[config.mk]
export PLATFORM = sky130hd
export DESIGN_NAME = internal_mem_responder_flat
export DESIGN_NICKNAME = d
export VERILOG_FILES = /design/src/rtl/internal_mem_responder_pkg.sv /design/src/rtl/internal_mem_responder_if.sv /design/src/rtl/internal_mem_resp_fifo.sv /design/src/rtl/internal_mem_responder.sv /design/src/flat_wrapper.sv
export SDC_FILE = /design/constraint.sdc
export NUM_CORES = 1
export LEC_CHECK = 0
export BUFFER_PORTS_ARGS = -buffer_cell sky130_fd_sc_hd__buf_2
export CELL_PAD_IN_SITES_DETAIL_PLACEMENT = 0
export CELL_PAD_IN_SITES_GLOBAL_PLACEMENT = 2
export CORE_ASPECT_RATIO = 1.75
export CORE_MARGIN = 3
export CORE_UTILIZATION = 35
export CTS_BUF_LIST = sky130_fd_sc_hd__clkbuf_16
export CTS_CLUSTER_DIAMETER = 150
export DETAILED_ROUTE_END_ITERATION = 16
export PLACE_DENSITY_LB_ADDON = 0.1
export SYNTH_ARGS = -nofsm -noshare
export SYNTH_HDL_FRONTEND = slang
export SYNTH_SLANG_ARGS = --single-unit
[constraint.sdc]
create_clock -name clock_i -period 11.24 [get_ports clock_i]
set_input_delay 2.248 -clock clock_i [delete_from_list [all_inputs] [get_ports clock_i]]
set_output_delay 2.248 -clock clock_i [all_outputs]
set_load 0.01 [all_outputs]
[src/rtl/internal_mem_responder_pkg.sv]
// Shared constants and state encoding for the cache-side memory responder.
package internal_mem_responder_pkg;

   localparam int BW_WORD_ADDR  = 16;
   localparam int BW_BLOCK_LOG2 = 2;
   localparam int N_BLK         = 2 ** BW_BLOCK_LOG2;
   localparam int BW_DATA       = 32;

   typedef enum logic [1:0] {
      ST_IDLE  = 2'd0,
      ST_READ  = 2'd1,
      ST_WRITE = 2'd2
   } state_e;

endpackage

[src/rtl/internal_mem_responder_if.sv]
// Cache request/data handshake plus SRAM backend bus of the memory responder.
interface internal_mem_responder_if
   import internal_mem_responder_pkg::*;
#(
   parameter int BW_ADDR     = BW_WORD_ADDR,
   parameter int BW_MEM_ADDR = 14
);
   logic                   req_i;
   logic                   req_block_i;
   logic                   rw_i;
   logic [BW_ADDR-1:0]     add_i;
   logic                   ready_req_o;
   logic                   ready_read_o;
   logic                   read_i;
   logic [BW_DATA-1:0]     data_o;
   logic                   ready_write_o;
   logic                   write_i;
   logic [BW_DATA-1:0]     data_i;
   logic [BW_MEM_ADDR-1:0] mem_addr_o;
   logic                   mem_wren_o;
   logic [BW_DATA-1:0]     mem_data_o;
   logic [BW_DATA-1:0]     mem_data_i;
   logic                   err_o;

   modport slave (
      input  req_i, req_block_i, rw_i, add_i, read_i, write_i, data_i, mem_data_i,
      output ready_req_o, ready_read_o, data_o, ready_write_o,
             mem_addr_o, mem_wren_o, mem_data_o, err_o
   );

   modport master (
      output req_i, req_block_i, rw_i, add_i, read_i, write_i, data_i, mem_data_i,
      input  ready_req_o, ready_read_o, data_o, ready_write_o,
             mem_addr_o, mem_wren_o, mem_data_o, err_o
   );
endinterface

[src/rtl/internal_mem_resp_fifo.sv]
// First-word fall-through synchronous FIFO; pointers carry an extra wrap bit.
module internal_mem_resp_fifo #(
   parameter int DEPTH = 8,
   parameter int WIDTH = 32,
   parameter int AW    = $clog2(DEPTH)
)(
   input  logic             clk,
   input  logic             rst,
   input  logic             push,
   input  logic [WIDTH-1:0] din,
   input  logic             pop,
   output logic [WIDTH-1:0] dout,
   output logic             full,
   output logic             empty,
   output logic [AW:0]      count
);
   logic [AW:0]      wr_ptr_r;
   logic [AW:0]      rd_ptr_r;
   logic [WIDTH-1:0] mem_r [DEPTH];
   logic             do_push_s;
   logic             do_pop_s;

   assign count     = wr_ptr_r - rd_ptr_r;
   assign empty     = (wr_ptr_r == rd_ptr_r);
   assign full      = (count == (AW+1)'(DEPTH));
   assign dout      = mem_r[rd_ptr_r[AW-1:0]];
   assign do_pop_s  = pop && !empty;
   // a full FIFO still takes a word when the head leaves in the same cycle
   assign do_push_s = push && (!full || do_pop_s);

   // pointer update
   always_ff @(posedge clk or posedge rst) begin
      if (rst) begin
         wr_ptr_r <= '0;
         rd_ptr_r <= '0;
      end else begin
         if (do_push_s) wr_ptr_r <= wr_ptr_r + (AW+1)'(1);
         if (do_pop_s)  rd_ptr_r <= rd_ptr_r + (AW+1)'(1);
      end
   end

   // storage write
   always_ff @(posedge clk) begin
      if (do_push_s) mem_r[wr_ptr_r[AW-1:0]] <= din;
   end
endmodule

[src/rtl/internal_mem_responder.sv]
// Memory-side responder: moves single words or blocks between a cache port and a
// synchronous SRAM through a data FIFO (SRAM->FIFO->cache on read, reverse on write).
module internal_mem_responder
   import internal_mem_responder_pkg::*;
#(
   parameter int BW_ADDR     = BW_WORD_ADDR,
   parameter int BW_BLOCK    = BW_BLOCK_LOG2,
   parameter int BW_MEM_ADDR = 14,
   parameter int FIFO_DEPTH  = 8
)(
   input logic                    clock_i,
   input logic                    reset_i,
   internal_mem_responder_if.slave bus
);
   localparam int BW_CNT  = BW_BLOCK + 1;
   localparam int BW_FCNT = $clog2(FIFO_DEPTH) + 1;
   localparam int BW_SUM  = BW_FCNT + 1;
   localparam logic [BW_CNT-1:0] LEN_BLK = BW_CNT'(2 ** BW_BLOCK);
   localparam logic [BW_CNT-1:0] LEN_ONE = BW_CNT'(1);

   state_e                 state_r, state_nx_s;
   logic                   ready_req_r, err_r;
   logic [BW_MEM_ADDR-1:0] base_r, mem_addr_r, addr_nx_s, req_base_s;
   logic [BW_CNT-1:0]      len_r, iss_r, rcv_r, wr_r;
   logic                   addr_vld_r, q_vld_r;
   logic                   mem_wren_r;
   logic [BW_DATA-1:0]     mem_data_r;
   logic                   accept_s, issue_s, addr_ld_s, wren_nx_s, err_s, room_s;
   logic                   ready_read_s, ready_write_s;
   logic                   fifo_push_s, fifo_pop_s, fifo_full_s, fifo_empty_s;
   logic [BW_DATA-1:0]     fifo_din_s, fifo_dout_s;
   logic [BW_FCNT-1:0]     fifo_count_s;
   logic                   unused_add_s;

   internal_mem_resp_fifo #(.DEPTH(FIFO_DEPTH), .WIDTH(BW_DATA)) u_fifo (
      .clk   (clock_i),
      .rst   (reset_i),
      .push  (fifo_push_s),
      .din   (fifo_din_s),
      .pop   (fifo_pop_s),
      .dout  (fifo_dout_s),
      .full  (fifo_full_s),
      .empty (fifo_empty_s),
      .count (fifo_count_s)
   );

   assign unused_add_s  = ^bus.add_i[BW_ADDR-1:BW_MEM_ADDR];
   assign accept_s      = bus.req_i && ready_req_r;
   assign req_base_s    = bus.req_block_i ? {bus.add_i[BW_MEM_ADDR-1:BW_BLOCK], {BW_BLOCK{1'b0}}}
                                          : bus.add_i[BW_MEM_ADDR-1:0];
   assign ready_read_s  = (state_r == ST_READ) && !fifo_empty_s;
   assign ready_write_s = (state_r == ST_WRITE) && !fifo_full_s && (rcv_r < len_r);
   // words already queued plus those still in the SRAM pipe must fit in the FIFO
   assign room_s = (BW_SUM'(fifo_count_s) + BW_SUM'(addr_vld_r) + BW_SUM'(q_vld_r))
                   < BW_SUM'(FIFO_DEPTH);
   assign err_s  = (bus.req_i && !ready_req_r) || (bus.read_i && !ready_read_s)
                || (bus.write_i && !ready_write_s);

   assign bus.ready_req_o   = ready_req_r;
   assign bus.ready_read_o  = ready_read_s;
   assign bus.ready_write_o = ready_write_s;
   assign bus.data_o        = ready_read_s ? fifo_dout_s : '0;
   assign bus.mem_addr_o    = mem_addr_r;
   assign bus.mem_wren_o    = mem_wren_r;
   assign bus.mem_data_o    = mem_data_r;
   assign bus.err_o         = err_r;

   // state register
   always_ff @(posedge clock_i or posedge reset_i) begin
      if (reset_i) state_r <= ST_IDLE;
      else         state_r <= state_nx_s;
   end

   // next state, SRAM issue and FIFO control
   always_comb begin
      state_nx_s  = state_r;
      issue_s     = 1'b0;
      addr_ld_s   = 1'b0;
      addr_nx_s   = mem_addr_r;
      fifo_push_s = 1'b0;
      fifo_din_s  = bus.mem_data_i;
      fifo_pop_s  = 1'b0;
      wren_nx_s   = 1'b0;
      case (state_r)
         ST_IDLE: begin
            if (accept_s && bus.rw_i) begin
               state_nx_s = ST_WRITE;
            end else if (accept_s) begin
               state_nx_s = ST_READ;
               issue_s    = 1'b1;
               addr_ld_s  = 1'b1;
               addr_nx_s  = req_base_s;
            end else begin
               state_nx_s = ST_IDLE;
            end
         end
         ST_READ: begin
            fifo_push_s = q_vld_r;
            fifo_pop_s  = bus.read_i && ready_read_s;
            if ((iss_r < len_r) && room_s) begin
               issue_s   = 1'b1;
               addr_ld_s = 1'b1;
               addr_nx_s = base_r + BW_MEM_ADDR'(iss_r);
            end else if ((iss_r == len_r) && !addr_vld_r && !q_vld_r &&
                         (fifo_empty_s || ((fifo_count_s == BW_FCNT'(1)) && fifo_pop_s))) begin
               state_nx_s = ST_IDLE;
            end else begin
               state_nx_s = ST_READ;
            end
         end
         ST_WRITE: begin
            fifo_din_s  = bus.data_i;
            fifo_push_s = bus.write_i && ready_write_s;
            if (wr_r == len_r) begin
               state_nx_s = ST_IDLE;
            end else if (!fifo_empty_s) begin
               fifo_pop_s = 1'b1;
               wren_nx_s  = 1'b1;
               addr_ld_s  = 1'b1;
               addr_nx_s  = base_r + BW_MEM_ADDR'(wr_r);
            end else begin
               state_nx_s = ST_WRITE;
            end
         end
         default: state_nx_s = ST_IDLE;
      endcase
   end

   // transfer counters, SRAM pipeline and registered outputs
   always_ff @(posedge clock_i or posedge reset_i) begin
      if (reset_i) begin
         ready_req_r <= 1'b0;
         err_r       <= 1'b0;
         base_r      <= '0;
         len_r       <= '0;
         iss_r       <= '0;
         rcv_r       <= '0;
         wr_r        <= '0;
         addr_vld_r  <= 1'b0;
         q_vld_r     <= 1'b0;
         mem_addr_r  <= '0;
         mem_wren_r  <= 1'b0;
         mem_data_r  <= '0;
      end else begin
         ready_req_r <= (state_nx_s == ST_IDLE);
         err_r       <= err_r | err_s;
         addr_vld_r  <= issue_s;
         q_vld_r     <= addr_vld_r;
         mem_wren_r  <= wren_nx_s;
         if (addr_ld_s) mem_addr_r <= addr_nx_s;
         if (wren_nx_s) mem_data_r <= fifo_dout_s;
         if (accept_s) begin
            base_r <= req_base_s;
            len_r  <= bus.req_block_i ? LEN_BLK : LEN_ONE;
            iss_r  <= bus.rw_i ? BW_CNT'(0) : BW_CNT'(1);
            rcv_r  <= '0;
            wr_r   <= '0;
         end else begin
            if (issue_s) iss_r <= iss_r + BW_CNT'(1);
            if (fifo_push_s && (state_r == ST_WRITE)) rcv_r <= rcv_r + BW_CNT'(1);
            if (wren_nx_s) wr_r <= wr_r + BW_CNT'(1);
         end
      end
   end
endmodule

[src/flat_wrapper.sv]
// flat-port wrapper written by rule: the top's interface ports become plain ports
module internal_mem_responder_flat import internal_mem_responder_pkg::*;
#(
   parameter int BW_ADDR     = BW_WORD_ADDR,
   parameter int BW_BLOCK    = BW_BLOCK_LOG2,
   parameter int BW_MEM_ADDR = 14,
   parameter int FIFO_DEPTH  = 8
)
  (clock_i, reset_i, bus_req_i, bus_req_block_i, bus_rw_i, bus_add_i, bus_read_i, bus_write_i, bus_data_i, bus_mem_data_i, bus_ready_req_o, bus_ready_read_o, bus_data_o, bus_ready_write_o, bus_mem_addr_o, bus_mem_wren_o, bus_mem_data_o, bus_err_o);
  internal_mem_responder_if #(.BW_ADDR(BW_ADDR), .BW_MEM_ADDR(BW_MEM_ADDR)) bus_i ();
  input logic clock_i;
  input logic reset_i;
  input wire logic [$bits(bus_i.req_i)-1:0] bus_req_i;
  input wire logic [$bits(bus_i.req_block_i)-1:0] bus_req_block_i;
  input wire logic [$bits(bus_i.rw_i)-1:0] bus_rw_i;
  input wire logic [$bits(bus_i.add_i)-1:0] bus_add_i;
  input wire logic [$bits(bus_i.read_i)-1:0] bus_read_i;
  input wire logic [$bits(bus_i.write_i)-1:0] bus_write_i;
  input wire logic [$bits(bus_i.data_i)-1:0] bus_data_i;
  input wire logic [$bits(bus_i.mem_data_i)-1:0] bus_mem_data_i;
  output wire logic [$bits(bus_i.ready_req_o)-1:0] bus_ready_req_o;
  output wire logic [$bits(bus_i.ready_read_o)-1:0] bus_ready_read_o;
  output wire logic [$bits(bus_i.data_o)-1:0] bus_data_o;
  output wire logic [$bits(bus_i.ready_write_o)-1:0] bus_ready_write_o;
  output wire logic [$bits(bus_i.mem_addr_o)-1:0] bus_mem_addr_o;
  output wire logic [$bits(bus_i.mem_wren_o)-1:0] bus_mem_wren_o;
  output wire logic [$bits(bus_i.mem_data_o)-1:0] bus_mem_data_o;
  output wire logic [$bits(bus_i.err_o)-1:0] bus_err_o;
  assign bus_i.req_i = bus_req_i;
  assign bus_i.req_block_i = bus_req_block_i;
  assign bus_i.rw_i = bus_rw_i;
  assign bus_i.add_i = bus_add_i;
  assign bus_i.read_i = bus_read_i;
  assign bus_i.write_i = bus_write_i;
  assign bus_i.data_i = bus_data_i;
  assign bus_i.mem_data_i = bus_mem_data_i;
  assign bus_ready_req_o = bus_i.ready_req_o;
  assign bus_ready_read_o = bus_i.ready_read_o;
  assign bus_data_o = bus_i.data_o;
  assign bus_ready_write_o = bus_i.ready_write_o;
  assign bus_mem_addr_o = bus_i.mem_addr_o;
  assign bus_mem_wren_o = bus_i.mem_wren_o;
  assign bus_mem_data_o = bus_i.mem_data_o;
  assign bus_err_o = bus_i.err_o;
  internal_mem_responder #(.BW_ADDR(BW_ADDR), .BW_BLOCK(BW_BLOCK), .BW_MEM_ADDR(BW_MEM_ADDR), .FIFO_DEPTH(FIFO_DEPTH)) u_core (.clock_i(clock_i), .reset_i(reset_i), .bus(bus_i));
endmodule
==> flow_metrics.env <==
export IMPL_rows=97
export IMPL_cp_max_fo=36
export IMPL_yosysSeqAreaShare_pct=68.69
export IMPL_grt_antenna_before_repair=0
export IMPL_coreArea_mm2=0.04017
export IMPL_syn_nets=981
export IMPL_hold_slack_ps=445.7
export IMPL_start_util_pct=35.66
export IMPL_yosys_area_share_simple_pct=6.097
export IMPL_setup_tns_ps=0
export IMPL_postLayoutCellArea_mm2=0.01697
export IMPL_cts_buffer_depth=3
export IMPL_required_ps=8990
export IMPL_wl_um=33730
export IMPL_worst_path_stages=5
export IMPL_grt_usage_pct=15.54
export IMPL_grt_pass1_vias=8477
export IMPL_synth_top_family_by_area="multiplexers"
export IMPL_clkTransAtPathRegs_ps=70
export IMPL_clock_root_buffer="clkbuf_16"
export IMPL_tightest_slew_ps=1014
export IMPL_postCtsSetupBuffers=0
export IMPL_status="finished, final reports clean"
export IMPL_r2r_cells=7
export IMPL_synth_xor_area_share_pct=1.590
export IMPL_routedWlPerCell_um=20.75
export IMPL_fin_nets=1164
export IMPL_synth_distinct_cells=56
export IMPL_synth_area_top_cells="edfxtp_1, dfrtp_1, mux4_2"
export IMPL_crit_arrival_ps=3350
export IMPL_post_route_period_util_pct=49.82
export IMPL_synth_top_cell_area_share_pct=53.67
export IMPL_syn_area_mm2=0.01432
export IMPL_slowest_stage="dfrtp_4"
export IMPL_die_y_um=273.6
export IMPL_drive_above_1_share_pct=34.10
export IMPL_slowest_delay_ps=850
export IMPL_ir_drop_uv=125.7
export IMPL_drc_errors=0
export IMPL_worstHoldPathType="reg2reg"
export IMPL_synth_fa_ha_area_share_pct=1.939
export IMPL_overflow=0
export IMPL_synthFlopType="edfxtp_1"
export IMPL_dp_hpwl_um=20690
export IMPL_p_per_area_mw_per_mm2=233.1
export IMPL_cts_hold_buf=0
export IMPL_ant_nets=0
export IMPL_antenna_cells=0
export IMPL_synthMuxAreaShare_pct=16.62
export IMPL_first_pass_iters=4
export IMPL_clkSinkCount=342
export IMPL_synth_cells=873
export IMPL_io_pin_count=170
export IMPL_grt_pass1_wl_um=51580
export IMPL_final_cell_mix="edfxtp_1, buf_2, nor2_1, dfrtp_1, mux4_2"
export IMPL_gp_congestion=0.7274
export IMPL_port_buffers=167
export IMPL_maxCapViolCount=0
export IMPL_holdPathStages=0
export IMPL_fin_skew_ps=17.04
export IMPL_via_count=7960
export IMPL_p_leak_nw=6.514
export IMPL_post_route_min_period_ps=5600
export IMPL_postPlaceCellArea_mm2=0.01588
export IMPL_synth_top_area_cell="edfxtp_1"
export IMPL_postCtsResizedCells=0
export IMPL_first_iter_violations=315
export IMPL_dp_cells=1563
export IMPL_synth_edf_count=256
export IMPL_start_kind="register"
export IMPL_final_setup_viol_count=0
export IMPL_maxSlewViolCount=0
export IMPL_die_w_um=158.9
export IMPL_htree_levels=2
export IMPL_grt_max_degree=70
export IMPL_async_reset_ff_share_pct=25.15
export IMPL_critPathBufInv=2
export IMPL_syn2layout_area_growth_pct=18.47
export IMPL_relSlewSlack_pct=32.28
export IMPL_end_kind="output pin"
export IMPL_final_hold_violation_count=0
export IMPL_finalNonFillerCells=1626
export IMPL_crit_family="multiplexers"
export IMPL_fmax_mhz=178.6
export IMPL_tritoncts="built"
export IMPL_cts_buffers=35
export IMPL_syn_area_per_cell_um2=16.41
export IMPL_crit_chain="buf_4 > mux4_2 > mux2i_1 > nor2_1 > buf_2"
export IMPL_dieArea_mm2=0.04348
export IMPL_vias_per_cell=4.895
export IMPL_synth_compound_area_share_pct=3.424
export IMPL_clk_latency_ps=530
export IMPL_rsz0062_at_grt="false"
export IMPL_criticalPathCategory="reg2out"
export IMPL_ys_ff_latch=342
export IMPL_fin_total_pwr_mw=3.956
export IMPL_final_common_cell="edfxtp_1"
export IMPL_yosys_warnings=0
worst reg2reg max path: cells and delay by family, from the launching register on:
kind	cells	cell delay, ps
flops	1	550
fa+ha+maj	1	560
buf+inv	2	1480
simple gates	3	450
compound gates	1	440
layout make-up:
class	instances	area, µm²
clock buffer	36	900.9
clock inverter	27	193.9
fill	3680	23200
inverter	17	66.31
multi-input combinational	474	4303
sequential	342	9847
tap	544	680.7
timing repair buffer	186	978.4
final timing paths:
path | startpoint | slack, ps | to
max | u_core.u_fifo.rd_ptr_r[0] | 5640 | bus_data_o[13]
max reg2reg | u_core.u_fifo.rd_ptr_r[1] | 7360 | u_core.u_fifo.mem_r[7][16]
max in group asynchronous | reset_i | 8130 | u_core.u_fifo.rd_ptr_r[1]
min reg2reg | u_core.addr_vld_r | 450 | u_core.q_vld_r
min | u_core.addr_vld_r | 450 | u_core.q_vld_r
min in group asynchronous | reset_i | 1700 | u_core.bus.mem_wren_o
registers in the layout, summed over array words and instances (netlist names):
name	cells
u_core.u_fifo.rd_ptr_r	4
u_core.u_fifo.mem_r	256
u_core.wr_r	3
u_core.q_vld_r	1
u_core.bus.err_o	1
u_core.rcv_r	3
u_core.base_r	14
u_core.len_r	2
u_core.iss_r	3
u_core.state_r	2
u_core.u_fifo.wr_ptr_r	4
u_core.bus.mem_addr_o	14
u_core.bus.mem_data_o	32
u_core.addr_vld_r	1
u_core.bus.mem_wren_o	1
u_core.bus.ready_req_o	1
cells in the mapped netlist, types with 3 or more instances:
cell type and instances:
xnor2_1 15, nor2_1 91, dfrtp_1 86, a211oi_1 3, nand2b_1 4, a21oi_1 54, clkbuf_1 20, mux2_1 3
xor2_1 11, mux2i_1 35, nand2_1 61, nor3_1 6, inv_1 16, buf_1 11, nand3_1 10, o21ai_0 14
mux2_2 36, edfxtp_1 256, mux2_4 10, mux4_2 64, buf_2 6, ha_1 19
report_power, final:
group / total [mW] / internal (mW) / switching, mW
sequential: 1.67 / 1.55 / 0.127
clock: 1.11 / 0.630 / 0.477
combinational: 1.17 / 0.521 / 0.654
total: 3.96 / 2.70 / 1.26
routing by layer:
layer / vias up / track usage [%] / wire, µm
li1: 3669 / - / -
met1: 4078 / 18.12 / 13490
met2: 169 / 29.72 / 18450
met3: 44 / 2.362 / 1172
met4: 0 / 3.989 / 620
met5: - / 0 / 0
cell families after synthesis:
kind of cell	after synthesis
AO/OA/AOI/OAI	83
XOR/XNOR	26
adder cells (fa/ha/maj)	21
buffers and inverters	57
flip-flops	342
multiplexers	148
AND/OR/NAND/NOR	196
stage by stage:
step | setup slack [ps] | utilization, %
floorplan | 5316 | -
global placement | 6011 | 39.52
detailed placement | 6022 | 39.52
CTS | 5449 | 42.24
global route | 5308 | 42.24
finish | 5640 | 42.24
Note: power is estimated with default switching activity, not from simulation.
